**src/rtl/program_feeder.sv**
```systemverilog
// Program buffer loaded word-by-word from switches, then served to the multicycle
// processor on DIN under a Run/Done handshake with optional looping and halting.
module program_feeder #(
   parameter int DATA_W = 16,
   parameter int ADDR_W = 6,
   parameter int DEPTH  = 64
) (
   input  logic              Clock,
   input  logic              Resetn,
   input  logic              Load_wr,
   input  logic [DATA_W-1:0] Load_data,
   input  logic              Clear,
   input  logic              Start,
   input  logic              Stop,
   input  logic              Loop,
   input  logic              Proc_Done,
   output logic [DATA_W-1:0] DIN,
   output logic              Run,
   output logic [ADDR_W-1:0] Pc,
   output logic [ADDR_W:0]   Prog_len,
   output logic              Full,
   output logic              Halted,
   output logic [15:0]       Instr_count
);

   typedef enum logic [1:0] {S_IDLE, S_RUN, S_HALT} state_t;

   state_t              state_q;
   logic [ADDR_W-1:0]   pc_q;
   logic [ADDR_W:0]     prog_len_q;
   logic [15:0]         count_q;
   logic                stop_pend_q;
   logic                run_q;
   logic                halted_q;

   logic [DATA_W-1:0]   mem [DEPTH];

   logic                full_d;
   logic                last_d;
   logic                wr_en_d;
   logic [15:0]         count_inc_d;

   assign full_d      = (prog_len_q == (ADDR_W+1)'(DEPTH));
   // Compare in ADDR_W+1 bits so Prog_len==DEPTH never aliases onto Pc
   assign last_d      = ({1'b0, pc_q} == (prog_len_q - (ADDR_W+1)'(1)));
   assign wr_en_d     = Resetn && (state_q == S_IDLE) && Load_wr && !Clear && !full_d;
   assign count_inc_d = (count_q == 16'hFFFF) ? count_q : count_q + 16'd1;

   always_ff @(posedge Clock) begin
      if (wr_en_d) begin
         mem[prog_len_q[ADDR_W-1:0]] <= Load_data;
      end
   end

   always_ff @(posedge Clock or negedge Resetn) begin
      if (!Resetn) begin
         state_q     <= S_IDLE;
         pc_q        <= '0;
         prog_len_q  <= '0;
         count_q     <= '0;
         stop_pend_q <= 1'b0;
         run_q       <= 1'b0;
         halted_q    <= 1'b0;
      end else begin
         case (state_q)
            S_IDLE: begin
               if (Clear) begin
                  prog_len_q <= '0;
               end else if (Load_wr) begin
                  if (!full_d) prog_len_q <= prog_len_q + (ADDR_W+1)'(1);
               end else if (Start && prog_len_q != '0) begin
                  state_q     <= S_RUN;
                  run_q       <= 1'b1;
                  pc_q        <= '0;
                  count_q     <= '0;
                  stop_pend_q <= 1'b0;
               end
            end
            S_RUN: begin
               if (Stop) stop_pend_q <= 1'b1;
               if (Proc_Done) begin
                  count_q <= count_inc_d;
                  if (stop_pend_q || Stop) begin
                     state_q  <= S_HALT;
                     run_q    <= 1'b0;
                     halted_q <= 1'b1;
                  end else if (last_d) begin
                     if (Loop) begin
                        pc_q <= '0;
                     end else begin
                        state_q  <= S_HALT;
                        run_q    <= 1'b0;
                        halted_q <= 1'b1;
                     end
                  end else begin
                     pc_q <= pc_q + ADDR_W'(1);
                  end
               end
            end
            S_HALT: begin
               if (Clear) begin
                  state_q    <= S_IDLE;
                  halted_q   <= 1'b0;
                  prog_len_q <= '0;
               end else if (Start) begin
                  state_q     <= S_RUN;
                  run_q       <= 1'b1;
                  halted_q    <= 1'b0;
                  pc_q        <= '0;
                  count_q     <= '0;
                  stop_pend_q <= 1'b0;
               end
            end
            default: begin
               state_q  <= S_IDLE;
               run_q    <= 1'b0;
               halted_q <= 1'b0;
            end
         endcase
      end
   end

   // Asynchronous read off the registered Pc keeps DIN steady across the instruction
   assign DIN         = run_q ? mem[pc_q] : '0;
   assign Run         = run_q;
   assign Pc          = pc_q;
   assign Prog_len    = prog_len_q;
   assign Full        = full_d;
   assign Halted      = halted_q;
   assign Instr_count = count_q;

endmodule
```
**config.mk**
```make
export PLATFORM = sky130hd
export DESIGN_NAME = program_feeder
export DESIGN_NICKNAME = d
export VERILOG_FILES = /design/src/rtl/program_feeder.sv
export SDC_FILE = /design/constraint.sdc
export NUM_CORES = 1
export LEC_CHECK = 0
export ABC_AREA = 1
export BUFFER_PORTS_ARGS = -buffer_cell sky130_fd_sc_hd__buf_2
export CAP_MARGIN = 30
export CORE_MARGIN = 5
export CORE_UTILIZATION = 50
export DETAILED_ROUTE_END_ITERATION = 8
export PLACE_DENSITY = 0.69
export SKIP_CTS_REPAIR_TIMING = 1
export SYNTH_ARGS = -nofsm -noshare
export SYNTH_HDL_FRONTEND = slang
export SYNTH_SLANG_ARGS = --single-unit
```
**constraint.sdc**
```tcl
create_clock -name Clock -period 4.5 [get_ports Clock]
set_input_delay 0.45 -clock Clock [delete_from_list [all_inputs] [get_ports Clock]]
set_output_delay 0.45 -clock Clock [all_outputs]
set_load 0.1 [all_outputs]
```
==> out/results.ini <==
[clocking]
clk_pin_slew_ns = 0.06
clockBufferDepth = 3
root_buffer = clkbuf_16
cts_tree = built
clk_latency_ns = 0.67
numCtsBuffers = 104
cts-htree-levels = 3
cts_sinks = 1058

[floorplanning]
start_util_pct = 50.3
dieArea_um2 = 93300
die_h_um = 305
pin_count = 72
core.rowCount = 108
core_um2 = 86800
die_w_um = 305

[synthesis]
synth_async_sr_flop_share_pct = 3.21
synthTopCellsByArea = edfxtp_1 (70%), nand2_1 (12%), nand3_1 (10%), dfrtp_1 (1.9%), buf_2 (1.6%)
postSynthCellCount = 3838
yosys.area.top_type = edfxtp_1
ys.flop_type = edfxtp_1
synth_area_um2 = 43700
yosysSeqAreaShare_pct = 72.4
synth_edf_count = 1024
avgSynthCellArea_um2 = 11.4
synth_nets = 3867
yosysMostFrequentCell = nand2_1
synth_top_cell_area_share_pct = 70.4
synth-seq-cells = 1058
synth_cell_types = 34
yosysWarnings = 0
ys_top_cells_by_count = nand2_1 (1386), edfxtp_1 (1024), nand3_1 (894)

[pwr]
p_sw_w = 0.00922
seq_power_share_pct = 41.1
switching_share_pct = 34.3
power.leakage_nw = 18.0
clock_power_share_pct = 31.6
powerDensity_nw_per_um2 = 546
comb_power_share_pct = 27.2
vdd_drop_max_mv = 0.947
internal_power_w = 0.0177

[critical_path]
r2r_end = mem[33][0]
worst_setup_path_start_kind = register
path_max_fanout = 20
endpoint_kind = output pin
ff2ff_path_depth = 10
crit_arrival_ns = 3.93
r2r_slack_ns = 1.09
r2r_start = Prog_len[0]
required_ns = 4.05
worstSetupPathType = reg -> out

[global_route]
grt_max_degree = 160
antenna_found_initial = 1
grt_pass1_wl_um = 178000
grt_use_total_pct = 24.9
grt_pass1_vias = 28343
grt_overflow = 0

[cells_and_area]
num-nets-final = 3942
area_delta_synth_final_pct = 12.8
diodes = 0
drive_above_1_share_pct = 9.48
post-route-util_pct = 56.7

[hold_path]
hold_class = in -> reg
hold_depth = 1
min-delay-start = Load_data[6]
hold_end = mem[11][6]

[timing]
setup-violations-final = 0
slew_viol_final = 0
skew_ns = 0.0259
finalCritPeriodShare_pct = 97.4
maxClockFrequency_ghz = 0.228
maxSlewHeadroom_pct = 22.5
tightestPinTransition_ns = 1.16
rsz0062_at_grt = no
fin_crit_ns = 4.38
tns_ns = 0
final_hold_viol_count = 0

[detailed_routing]
dr.pass1.iters = 7
wl_um = 119000
met2WireLength_um = 55600
wl_per_cell_um = 23.1
top_layer = met4
drc = 0
vias = 29847
via_per_inst = 5.79
postRouteAntennaNets = 0
wl_met1_um = 46800
first_iter_violations = 3867
wl_met3_um = 12300

[outcome]
status = finished clean

[place]
hpwl_um = 66300
port_buffers = 71
place_congestion = 0.904

[flow_run]
drv_cap = 0

[cells by family (layout without fill, tap and decap cells)]
family | Yosys count | count (layout) | synth area share, %
adders and majority gates | 5 | 5 | 0.143
DFF | 1058 | 1058 | 72.4
buffers and inverters | 283 | 443 | 2.88
and+or+nand+nor | 2427 | 2427 | 23.7
xor gates and xnor gates | 7 | 7 | 0.140
AOI/OAI and AO/OA | 58 | 58 | 0.717
[metal layers]
metal	vias to the layer above	global-route usage, %
met5	-	0
li1	13571	-
met4	0	9.11
met3	219	5.16
met1	14478	34.6
met2	1579	39.6
[critical path, cell delays in order, from the launching register on]
cell and delay, ns:
dfrtp_1 1.12, clkinv_1 1.03, nand3_1 0.60, a21oi_1 0.25
buf_12 0.25
[sequential cells by signal, summed over array words and instances, names as in the netlist]
signal	cells
mem	1024
Instr_count	16
Prog_len	7
Pc	6
state_q	2
Halted	1
Run	1
stop_pend_q	1
[layout make-up]
type	count	area [um2]
Inverter	51	209
Fill cell	7008	37500
Clock buffer	132	2820
Timing Repair Buffer	201	1830
Tap cell	1155	1450
Multi-Input combinational cell	2497	10800
Clock inverter	59	510
Sequential cell	1058	31600
[metrics by stage]
| step | area, um2 | setup slack (ns) | hold slack, ns | total power [W] | cells |
|---|---|---|---|---|---|
| after detailed placement | 45900 | 0.997 | 0.479 | 0.0185 | 4961 |
| after global routing | 49200 | 0.0418 | 0.0932 | 0.0280 | 5153 |
| after global placement | 45800 | 0.948 | 0.467 | 0.0184 | 4957 |
| final | 49200 | 0.119 | 0.0895 | 0.0269 | 5153 |
| after floorplan | 43700 | 0.517 | 0.154 | 0.0160 | 3838 |
| after CTS | 49200 | 0.279 | -0.159 | 0.0269 | 5152 |
[placed cells by master (no fill, tap or decap), types with 3 or more instances in the layout]
cell type,instances
xor2_1,7
clkinvlp_4,7
nor2_2,6
nand3_1,894
nor3_1,11
nand2_1,1386
ha_1,5
inv_2,5
nor2_1,100
inv_1,40
clkinv_1,23
nand4_1,16
dfrtp_1,30
bufinv_16,8
clkbuf_16,109
dfrtp_4,3
o21ai_0,18
edfxtp_1,1024
buf_12,34
nand3_2,3
buf_4,108
nand2_2,4
buf_2,55
o21ai_1,10
clkbuf_1,22
a21oi_1,24
clkinv_2,21
[how the worst max path moves through the flow]
stage	start	endpoint	slack [ns]	cells past startpoint
floorplan	Pc[2]	DIN[14]	0.52	9
global placement	Pc[0]	DIN[4]	0.95	11
detailed placement	Pc[0]	DIN[4]	1.0	11
CTS	Pc[0]	DIN[4]	0.28	11
global route	Pc[0]	DIN[3]	0.04	11
finish	Pc[5]	DIN[8]	0.12	4
[power by group through the flow]
stage | registers [W] | logic [W] | clock network, W
finish | 0.0111 | 0.00733 | 0.00850
global route | 0.0111 | 0.00788 | 0.00903
CTS | 0.0111 | 0.00727 | 0.00859
detailed placement | 0.0113 | 0.00723 | 0
global placement | 0.0113 | 0.00714 | 0
floorplan | 0.0114 | 0.00458 | 0
(Power assumes the default switching activity.)
